===== src/rtl/conv_pkg.sv =====
// Shared definitions for the convolution controller: parameter defaults,
// field widths and FSM state encodings.
package conv_pkg;

  localparam int unsigned K_DEF          = 16;
  localparam int unsigned N_DEF          = 4;
  localparam int unsigned BUF_WORDS_DEF  = 4;
  localparam int unsigned NUM_WIN_DEF    = 64;
  localparam int unsigned FILT_BASE_DEF  = 0;
  localparam int unsigned IFM_BASE_DEF   = 64;
  localparam int unsigned WIN_STRIDE_DEF = 1;

  localparam int unsigned ST_W   = 4;
  localparam int unsigned CNT_W  = 6;
  localparam int unsigned ADDR_W = 10;

  localparam logic [ST_W-1:0] S_IDLE    = 4'd0;
  localparam logic [ST_W-1:0] S_LD_FILT = 4'd1;
  localparam logic [ST_W-1:0] S_LD_BUF  = 4'd2;
  localparam logic [ST_W-1:0] S_FILL    = 4'd3;
  localparam logic [ST_W-1:0] S_MAC     = 4'd4;
  localparam logic [ST_W-1:0] S_ACC     = 4'd5;
  localparam logic [ST_W-1:0] S_WR      = 4'd6;
  localparam logic [ST_W-1:0] S_NXT     = 4'd7;
  localparam logic [ST_W-1:0] S_DONE    = 4'd8;

endpackage


===== src/rtl/conv_addr_gen.sv =====
// Address decode for the convolution controller: memory, main-buffer and
// output-feature-map addresses derived from the current state and counters.
module conv_addr_gen
  import conv_pkg::*;
#(
  parameter int unsigned K          = K_DEF,
  parameter int unsigned FILT_BASE  = FILT_BASE_DEF,
  parameter int unsigned IFM_BASE   = IFM_BASE_DEF,
  parameter int unsigned WIN_STRIDE = WIN_STRIDE_DEF,
  parameter int unsigned PE_W       = 2
) (
  input  logic [ST_W-1:0]   state_i,
  input  logic [PE_W-1:0]   pe_i,
  input  logic [CNT_W-1:0]  fc_i,
  input  logic [CNT_W-1:0]  ba_i,
  input  logic [ADDR_W-1:0] win_i,
  output logic [ADDR_W-1:0] mem_addr_o,
  output logic [CNT_W-1:0]  buff_addr_o,
  output logic [ADDR_W-1:0] ofm_addr_o
);

  // Sums are formed at 32 bits and truncated, giving silent modulo-1024 wrap.
  always_comb begin
    mem_addr_o  = '0;
    buff_addr_o = '0;
    ofm_addr_o  = '0;
    case (state_i)
      S_LD_FILT: mem_addr_o = ADDR_W'(FILT_BASE + 32'(pe_i) * K + 32'(fc_i));
      S_LD_BUF: begin
        mem_addr_o  = ADDR_W'(IFM_BASE + 32'(win_i) * WIN_STRIDE + 32'(ba_i));
        buff_addr_o = ba_i;
      end
      S_WR:      ofm_addr_o = win_i;
      default: ;
    endcase
  end

endmodule


===== src/rtl/conv_controller.sv =====
// Sequencer for a 1-D convolution datapath: loads filters, then for every
// output window loads the buffer, fills the window, runs the MAC and writes.
module conv_controller
  import conv_pkg::*;
#(
  parameter int unsigned N          = N_DEF,
  parameter int unsigned K          = K_DEF,
  parameter int unsigned BUF_WORDS  = BUF_WORDS_DEF,
  parameter int unsigned NUM_WIN    = NUM_WIN_DEF,
  parameter int unsigned FILT_BASE  = FILT_BASE_DEF,
  parameter int unsigned IFM_BASE   = IFM_BASE_DEF,
  parameter int unsigned WIN_STRIDE = WIN_STRIDE_DEF
) (
  input  logic              clk,
  input  logic              rst,
  input  logic              start,
  output logic              busy,
  output logic              done,
  output logic              wEnBuff,
  output logic              w_r_EnMem,
  output logic              writeEnwindow,
  output logic              readEnmac,
  output logic              addEn,
  output logic              winRst,
  output logic              wrofm,
  output logic [CNT_W-1:0]  filterCount,
  output logic [CNT_W-1:0]  macCount,
  output logic [ADDR_W-1:0] memAddress,
  output logic [CNT_W-1:0]  buffAddress,
  output logic [ADDR_W-1:0] ofmaddr,
  output logic [N-1:0]      wEnFilter
);

  localparam int unsigned PE_W = (N > 1) ? $clog2(N) : 1;

  logic [ST_W-1:0]   state_q, state_d;
  logic [PE_W-1:0]   pe_q, pe_d;
  logic [CNT_W-1:0]  fc_q, fc_d;
  logic [CNT_W-1:0]  ba_q, ba_d;
  logic [CNT_W-1:0]  cnt_q, cnt_d;
  logic [ADDR_W-1:0] win_q, win_d;

  always_ff @(posedge clk or posedge rst) begin
    if (rst) begin
      state_q <= S_IDLE;
      pe_q    <= '0;
      fc_q    <= '0;
      ba_q    <= '0;
      cnt_q   <= '0;
      win_q   <= '0;
    end else begin
      state_q <= state_d;
      pe_q    <= pe_d;
      fc_q    <= fc_d;
      ba_q    <= ba_d;
      cnt_q   <= cnt_d;
      win_q   <= win_d;
    end
  end

  // cnt_q is shared by FILL and MAC; each phase restarts it from zero.
  always_comb begin
    state_d = state_q;
    pe_d    = pe_q;
    fc_d    = fc_q;
    ba_d    = ba_q;
    cnt_d   = cnt_q;
    win_d   = win_q;
    case (state_q)
      S_IDLE: begin
        if (start) begin
          state_d = S_LD_FILT;
          pe_d    = '0;
          fc_d    = '0;
          ba_d    = '0;
          cnt_d   = '0;
          win_d   = '0;
        end
      end
      S_LD_FILT: begin
        if (fc_q == CNT_W'(K - 1)) begin
          fc_d = '0;
          if (pe_q == PE_W'(N - 1)) begin
            state_d = S_LD_BUF;
            ba_d    = '0;
          end else begin
            pe_d = pe_q + PE_W'(1);
          end
        end else begin
          fc_d = fc_q + CNT_W'(1);
        end
      end
      S_LD_BUF: begin
        if (ba_q == CNT_W'(BUF_WORDS - 1)) begin
          state_d = S_FILL;
          cnt_d   = '0;
        end else begin
          ba_d = ba_q + CNT_W'(1);
        end
      end
      S_FILL, S_MAC: begin
        if (cnt_q == CNT_W'(K - 1)) begin
          state_d = (state_q == S_FILL) ? S_MAC : S_ACC;
          cnt_d   = '0;
        end else begin
          cnt_d = cnt_q + CNT_W'(1);
        end
      end
      S_ACC:  state_d = S_WR;
      S_WR:   state_d = (win_q == ADDR_W'(NUM_WIN - 1)) ? S_DONE : S_NXT;
      S_NXT: begin
        state_d = S_LD_BUF;
        win_d   = win_q + ADDR_W'(1);
        ba_d    = '0;
      end
      S_DONE: begin
        state_d = S_IDLE;
        pe_d    = '0;
        fc_d    = '0;
        ba_d    = '0;
        cnt_d   = '0;
        win_d   = '0;
      end
      default: state_d = S_IDLE;
    endcase
  end

  // Moore strobe decode; at most one strobe per state by construction.
  always_comb begin
    busy          = (state_q != S_IDLE);
    done          = (state_q == S_DONE);
    w_r_EnMem     = 1'b0;
    wEnBuff       = (state_q == S_LD_BUF);
    writeEnwindow = (state_q == S_FILL);
    readEnmac     = (state_q == S_MAC);
    addEn         = (state_q == S_ACC);
    wrofm         = (state_q == S_WR);
    winRst        = (state_q == S_NXT);
    filterCount   = (state_q == S_LD_FILT) ? fc_q : '0;
    macCount      = (state_q == S_MAC) ? cnt_q : '0;
    wEnFilter     = (state_q == S_LD_FILT) ? (N'(1) << pe_q) : '0;
  end

  conv_addr_gen #(
    .K          (K),
    .FILT_BASE  (FILT_BASE),
    .IFM_BASE   (IFM_BASE),
    .WIN_STRIDE (WIN_STRIDE),
    .PE_W       (PE_W)
  ) u_addr_gen (
    .state_i     (state_q),
    .pe_i        (pe_q),
    .fc_i        (fc_q),
    .ba_i        (ba_q),
    .win_i       (win_q),
    .mem_addr_o  (memAddress),
    .buff_addr_o (buffAddress),
    .ofm_addr_o  (ofmaddr)
  );

endmodule


===== config.mk =====
export PLATFORM = sky130hd
export DESIGN_NAME = conv_controller
export DESIGN_NICKNAME = d
export VERILOG_FILES = /design/src/rtl/conv_pkg.sv /design/src/rtl/conv_addr_gen.sv /design/src/rtl/conv_controller.sv
export SDC_FILE = /design/constraint.sdc
export NUM_CORES = 1
export LEC_CHECK = 0
export ABC_AREA = 1
export ABC_CLOCK_PERIOD_IN_PS = 1890
export BUFFER_PORTS_ARGS = -buffer_cell sky130_fd_sc_hd__buf_2
export CORE_ASPECT_RATIO = 0.7
export CORE_MARGIN = 2
export CORE_UTILIZATION = 40
export DETAILED_ROUTE_END_ITERATION = 6
export GPL_ROUTABILITY_DRIVEN = 0
export PLACE_DENSITY_LB_ADDON = 0.3
export SLEW_MARGIN = 20
export SYNTH_ARGS = -nofsm -noshare
export SYNTH_HDL_FRONTEND = slang
export SYNTH_SLANG_ARGS = --single-unit

===== constraint.sdc =====
create_clock -name clk -period 1.89 [get_ports clk]
set_input_delay 0 -clock clk [delete_from_list [all_inputs] [get_ports clk]]
set_output_delay 0 -clock clk [all_outputs]
set_load 0.01 [all_outputs]

==> results.py, run 1 <==
metrics = {
    "run_status": {
        "status": "finished clean",
    },
    "setup_path": {
        "r2r_end": "state_q[2]",
        "crit_slowest_cell": "dfrtp_1",
        "required_ns": 1.89,
        "timing.rr.start": "fc_q[0]",
        "cp-end-kind": "output pin",
        "cp_top_family": "flip-flops",
        "worstPathArrival_ns": 1.87,
        "path_buf_inv": 4,
        "worstPathMaxFanout": 3,
        "worstSetupPathType": "register to output pin",
        "path_cells": "ha_2, inv_2, fa_2, inv_2, buf_4, or2_4, a31o_4, buf_6",
        "cpMostUsedCell": "inv_2",
        "crit_path_max_incr_delay_ns": 0.39,
        "reg2reg_slack_ns": 0.32,
        "worstRegToRegCells": 8,
        "cp-start-kind": "register",
    },
    "clocking": {
        "cts-root-buf": "clkbuf_8",
        "cts_tree": "built",
        "cts_made_buffers": 5,
        "h-tree-depth": 2,
        "cts.clk_slew.worst_paths_ns": 0.08,
        "cts_sinks": 34,
        "ctsLongestPathBuffers": 2,
        "clk_latency_ns": 0.30,
    },
    "die": {
        "core.rowCount": 25,
        "coreArea_sq_um": 6730,
        "die_h_um": 73.5,
        "num_io_pins": 54,
        "initial_core_util_pct": 41.0,
        "die-area_sq_um": 7590,
        "dieWidth_um": 103,
    },
    "sta": {
        "fmax_ghz": 0.535,
        "maxSlewViolCount": 0,
        "min_period_over_period_pct": 99.0,
        "rsz0062_at_grt": "yes",
        "hold_violations": 0,
        "fin_crit_ns": 1.87,
        "tns_ns": 0,
        "fin_skew_ns": 0.00730,
        "setup_viol": 0,
    },
    "final_layout": {
        "antenna_cells": 0,
        "multiInputGateArea_sq_um": 1750,
        "final_nets": 518,
        "drive_above_1_share_pct": 24.2,
        "syn2layout_area_growth_pct": 25.4,
        "fill_cells": 668,
        "final_area_sq_um": 3460,
        "fin_util_pct": 51.5,
        "seq_area_sq_um": 857,
    },
    "yosys": {
        "synth-seq-cells": 34,
        "syn_inst": 432,
        "yosysTopAreaCellShare_pct": 30.8,
        "synth-seq-area-share_pct": 30.8,
        "synth_area_leaders": "dfrtp_1 31%, nand2_1 18%, nor2_1 8.7%",
        "syn_nets": 452,
        "yosys.cell_types.count": 28,
        "syn_avg_cell_area_sq_um": 6.39,
        "synth.largest_area_cell": "dfrtp_1",
        "yosysWarningCount": 0,
        "synth_area_sq_um": 2760,
    },
    "run": {
        "cap_violations": 0,
    },
    "route": {
        "first_iter_violations": 206,
        "drtPass1Iterations": 5,
        "drt_wl_total_mm": 7.62,
        "ant_nets": 0,
        "drc": 0,
        "num_vias": 2987,
        "routed_via_density": 5.04,
        "avgRoutedWirePerCell_um": 12.8,
    },
    "global_route": {
        "overflow": 0,
        "grt_pass1_vias": 2637,
        "grt_pass1_wl_mm": 12.2,
        "grt_max_degree": 35,
        "grt.total_usage_pct": 20.5,
        "antenna_found_initial": 0,
    },
    "placement": {
        "io_buffers": 52,
        "dpl_cell_area_sq_um": 3160,
        "hpwlAfterDp_mm": 5.78,
    },
    "pwr": {
        "p_per_area_nw_per_um2": 1050,
        "p_leak_nw": 1.87,
        "irDropWorstVdd_mv": 0.832,
    },
    "hold_path": {
        "hold_path_class": "primary input to register",
        "hold-path-cell-count": 4,
        "min_to": "win_q[5]",
        "min-delay-start": "start",
    },
}
==> cell families after synthesis <==
kind of cell	share of synthesized area [%]
AO/OA/AOI/OAI	6.35
XOR/XNOR	1.27
adder cells (fa/ha/maj)	8.25
buffers and inverters	10.3
flip-flops	30.8
other	0.136
AND/OR/NAND/NOR	42.8
==> how the worst max path moves through the flow <==
stage,from,end,slack (ns),depth (start not counted)
2_1_floorplan,win_q[0],memAddress[8],0.31,10
3_3_place_gp,ba_q[0],memAddress[8],0.21,11
3_5_place_dp,ba_q[0],memAddress[8],0.20,12
4_1_cts,win_q[0],memAddress[8],0.0003,12
5_1_grt,ba_q[0],memAddress[8],-0.09,12
6_report,ba_q[0],memAddress[2],0.02,8
==> timing repair <==
item,4_1_cts,5_1_grt
setup buffers,4,2
hold buffers,1,0
endpoints found under the setup margin,7,7
resized for setup,9,23
cloned,0,0
pin swaps,0,8
hold endpoints to repair,34,0
==> cells in the mapped netlist (all sizes together) <==
master / instances
xor2: 4
buf: 6
nand2: 135
conb: 1
inv: 65
o32ai: 2
clkbuf: 2
fa: 2
o21ai: 20
a31o: 1
dfrtp: 34
nand3b: 3
o22ai: 3
nand4: 13
a21oi: 6
nand3: 40
nor2: 73
or2: 4
nor3: 3
ha: 15
==> through the flow <==
step                      power, mW  hold slack (ns)  std cells  setup slack (ns)
after floorplan                2.34            0.142        432             0.310
after CTS                      3.59            0.223        591          0.000331
after global routing           3.94            0.272        593           -0.0883
final                          3.63            0.222        593            0.0193
after global placement         2.84            0.129        578             0.213
after detailed placement       2.87            0.129        578             0.195
==> state kept, by name (all words and copies together) (netlist names) <==
register  count
pe_q          2
ba_q          6
fc_q          6
win_q        10
cnt_q         6
state_q       4
==> power by group <==
part / internal [mW] / leakage [nW] / switching (mW) / total (mW)
clock: 0.388 / 0.0579 / 0.295 / 0.683
combinational: 0.640 / 1.36 / 1.25 / 1.89
sequential: 0.870 / 0.455 / 0.191 / 1.06
total: 1.90 / 1.87 / 1.74 / 3.63
==> cell type report <==
cell class | instances | share of cell area [%]
Multi-Input combinational cell | 325 | 50.4
Sequential cell | 34 | 24.8
Timing Repair Buffer | 67 | 11.2
Inverter | 65 | 7.05
Tap cell | 94 | 3.40
Clock buffer | 5 | 1.99
Clock inverter | 3 | 1.16
==> metal layers <==
layer / wire length [um] / vias up / track usage, % / part of all wire, %
met2: 3370 / 90 / 31.7 / 44
met5: 0 / - / 0 / 0
met3: 388 / 10 / 3.43 / 5.1
met1: 3780 / 1396 / 30.3 / 50
li1: - / 1491 / - / -
met4: 71 / 0 / 4.39 / 0.93
==> worst min-delay path, stage by stage <==
cell and delay [ns]:
buf_2 0.11, nor2_4 0.06, nor2_4 0.21, o21ai_0 0.10
==> layout by cell type, fill, tap and decap left out, drive strengths merged <==
cell           n
clkbuf         5
nand3b         3
nand4         13
nand3         40
or2            4
xor2           4
nor2          73
dlygate4sd3    1
dfrtp         34
fa             2
bufinv         1
nor3           3
o32ai          2
a31o           1
o22ai          3
ha            15
a21oi          6
buf           66
conb           1
inv           65
clkinv         2
nand2        135
o21ai         20
No activity file was read; power rests on OpenSTA's default activity.
==> inputs of run 2 (changes only) <==
--- a/config.mk
+++ b/config.mk
@@ -13,7 +13,7 @@
 export CORE_UTILIZATION = 40
 export DETAILED_ROUTE_END_ITERATION = 6
 export GPL_ROUTABILITY_DRIVEN = 0
-export PLACE_DENSITY_LB_ADDON = 0.3
+export PLACE_DENSITY = 0.66
 export SLEW_MARGIN = 20
 export SYNTH_ARGS = -nofsm -noshare
 export SYNTH_HDL_FRONTEND = slang
==> run 2 against run 1 <==
Design area decreased by 2.0%. Via count decreased by 0.60%. Wire length decreased by 1.6%. Clock-buffer cell count increased by 2. Combinational power about the same. Critical path type unchanged. Highest routed layer unchanged.
==> results.py, run 2 (synthesis gave the netlist of run 1 again) <==
metrics = {
    "global_route": {
        "overflow": 0,
        "grt.total_usage_pct": 20.5,
        "grt_pass1_vias": 2631,
        "grt_max_degree": 35,
        "antenna_found_initial": 0,
        "grt_pass1_wl_mm": 12.2,
    },
    "setup_path": {
        "crit_path_max_incr_delay_ns": 0.36,
        "timing.rr.start": "ba_q[0]",
        "worstRegToRegCells": 10,
        "worstPathMaxFanout": 4,
        "worstPathArrival_ns": 1.85,
        "worstSetupPathType": "register to output pin",
        "reg2reg_slack_ns": 0.24,
        "required_ns": 1.89,
        "path_cells": "ha_2, inv_2, fa_2, inv_2, nand3_2, nand3_4, nand2_2, nand2_2, nand2_1, nand2_1, nor2_1, buf_2",
        "crit_slowest_cell": "dfrtp_1",
        "cp-start-kind": "register",
        "r2r_end": "cnt_q[0]",
        "cp-end-kind": "output pin",
    },
    "hold_path": {
        "min-delay-start": "start",
        "hold_path_class": "primary input to register",
        "min_to": "win_q[3]",
        "hold-path-cell-count": 4,
    },
    "final_layout": {
        "final_area_sq_um": 3390,
        "syn2layout_area_growth_pct": 23.0,
        "largest_register_ffs": 10,
        "seq_area_sq_um": 855,
        "fill_cells": 711,
        "top_register": "win_q",
        "mostFrequentLayoutCells": "127 x nand2_1, 64 x nor2_1, 57 x inv_1",
        "final_nets": 518,
        "antenna_cells": 0,
        "fin_util_pct": 50.5,
        "drive_above_1_share_pct": 23.2,
        "multiInputGateArea_sq_um": 1710,
        "layout_commonest_cell": "nand2_1",
        "instances_no_fill": 593,
    },
    "route": {
        "ant_nets": 0,
        "drt_wl_total_mm": 7.49,
        "first_iter_violations": 195,
        "num_vias": 2969,
        "routed_via_density": 5.01,
        "avgRoutedWirePerCell_um": 12.6,
        "drtPass1Iterations": 5,
        "drc": 0,
    },
    "clocking": {
        "cts_made_buffers": 5,
        "ctsLongestPathBuffers": 2,
        "cts.clk_slew.worst_paths_ns": 0.08,
        "cts-root-buf": "clkbuf_8",
        "cts_sinks": 34,
        "clk_latency_ns": 0.29,
        "cts_tree": "built",
        "h-tree-depth": 2,
    },
    "run": {
        "cap_violations": 0,
    },
    "sta": {
        "min_period_over_period_pct": 97.7,
        "hold_violations": 0,
        "fin_crit_ns": 1.85,
        "maxSlewViolCount": 0,
        "fmax_ghz": 0.541,
        "fin_skew_ns": 0.00962,
        "setup_viol": 0,
        "rsz0062_at_grt": "yes",
        "whs_ns": 0.247,
    },
    "placement": {
        "io_buffers": 52,
        "dpl_cell_area_sq_um": 3160,
        "hpwlAfterDp_mm": 5.74,
        "place_inst": 578,
    },
    "die": {
        "core.rowCount": 25,
        "die_h_um": 73.5,
        "die-area_sq_um": 7590,
        "initial_core_util_pct": 41.0,
        "coreArea_sq_um": 6730,
        "num_io_pins": 54,
        "dieWidth_um": 103,
    },
    "pwr": {
        "irDropWorstVdd_mv": 0.724,
        "p_per_area_nw_per_um2": 1040,
        "p_leak_nw": 1.86,
    },
    "run_status": {
        "status": "finished clean",
    },
}
## run 2: how the worst max path moves through the flow
stage | startpoint | end | slack, ns | depth (start not counted)
3_5_place_dp | ba_q[0] | memAddress[8] | 0.14 | 11
2_1_floorplan | win_q[0] | memAddress[8] | 0.31 | 10
4_1_cts | win_q[0] | memAddress[8] | 0.002 | 11
5_1_grt | win_q[0] | memAddress[6] | -0.08 | 10
3_3_place_gp | ba_q[0] | memAddress[8] | 0.22 | 12
6_report | win_q[0] | memAddress[8] | 0.04 | 12
## run 2: cell type report
cell class                 count  area share (%)
tap                           94            3.46
multi-input combinational    325            50.4
sequential                    34            25.2
clock inverter                 1           0.147
timing repair buffer          67            11.1
inverter                      65            7.19
clock buffer                   7            2.54
## run 2: routing by layer
layer / up-vias / routed length, um / track usage (%)
li1: 1494 / - / -
met1: 1396 / 3880 / 31.3
met2: 73 / 3250 / 31.0
met3: 6 / 321 / 3.52
met4: 0 / 35 / 3.36
met5: - / 0 / 0
## run 2: power breakdown
group / internal [mW] / switching [mW] / total, mW / leakage [nW]
clock: 0.295 / 0.287 / 0.582 / 0.0482
combinational: 0.628 / 1.26 / 1.89 / 1.35
sequential: 0.870 / 0.177 / 1.05 / 0.458
## run 2: critical path, delay by kind of cell (launching register included)
| kind | cells | cell delay, ns |
|---|---|---|
| and+or+nand+nor | 7 | 0.43 |
| adders and majority gates | 2 | 0.51 |
| buffers and inverters | 3 | 0.25 |
| DFF | 1 | 0.36 |
## run 2: stage by stage
stage	setup slack [ns]	TNS, ns	total power [mW]
floorplan	0.310	0	2.34
global placement	0.217	0	2.85
detailed placement	0.143	0	2.87
CTS	0.00187	0	3.50
global route	-0.0792	-0.301	3.84
finish	0.0433	0	3.52
## run 2: what timing repair did
item / in CTS / in global routing
pin swaps: 1 / 1
hold buffers: 1 / 0
resized for setup: 5 / 17
cloned: 0 / 0
setup buffers: 4 / 2
setup endpoints to repair: 6 / 7
endpoints found under the hold margin: 34 / 0
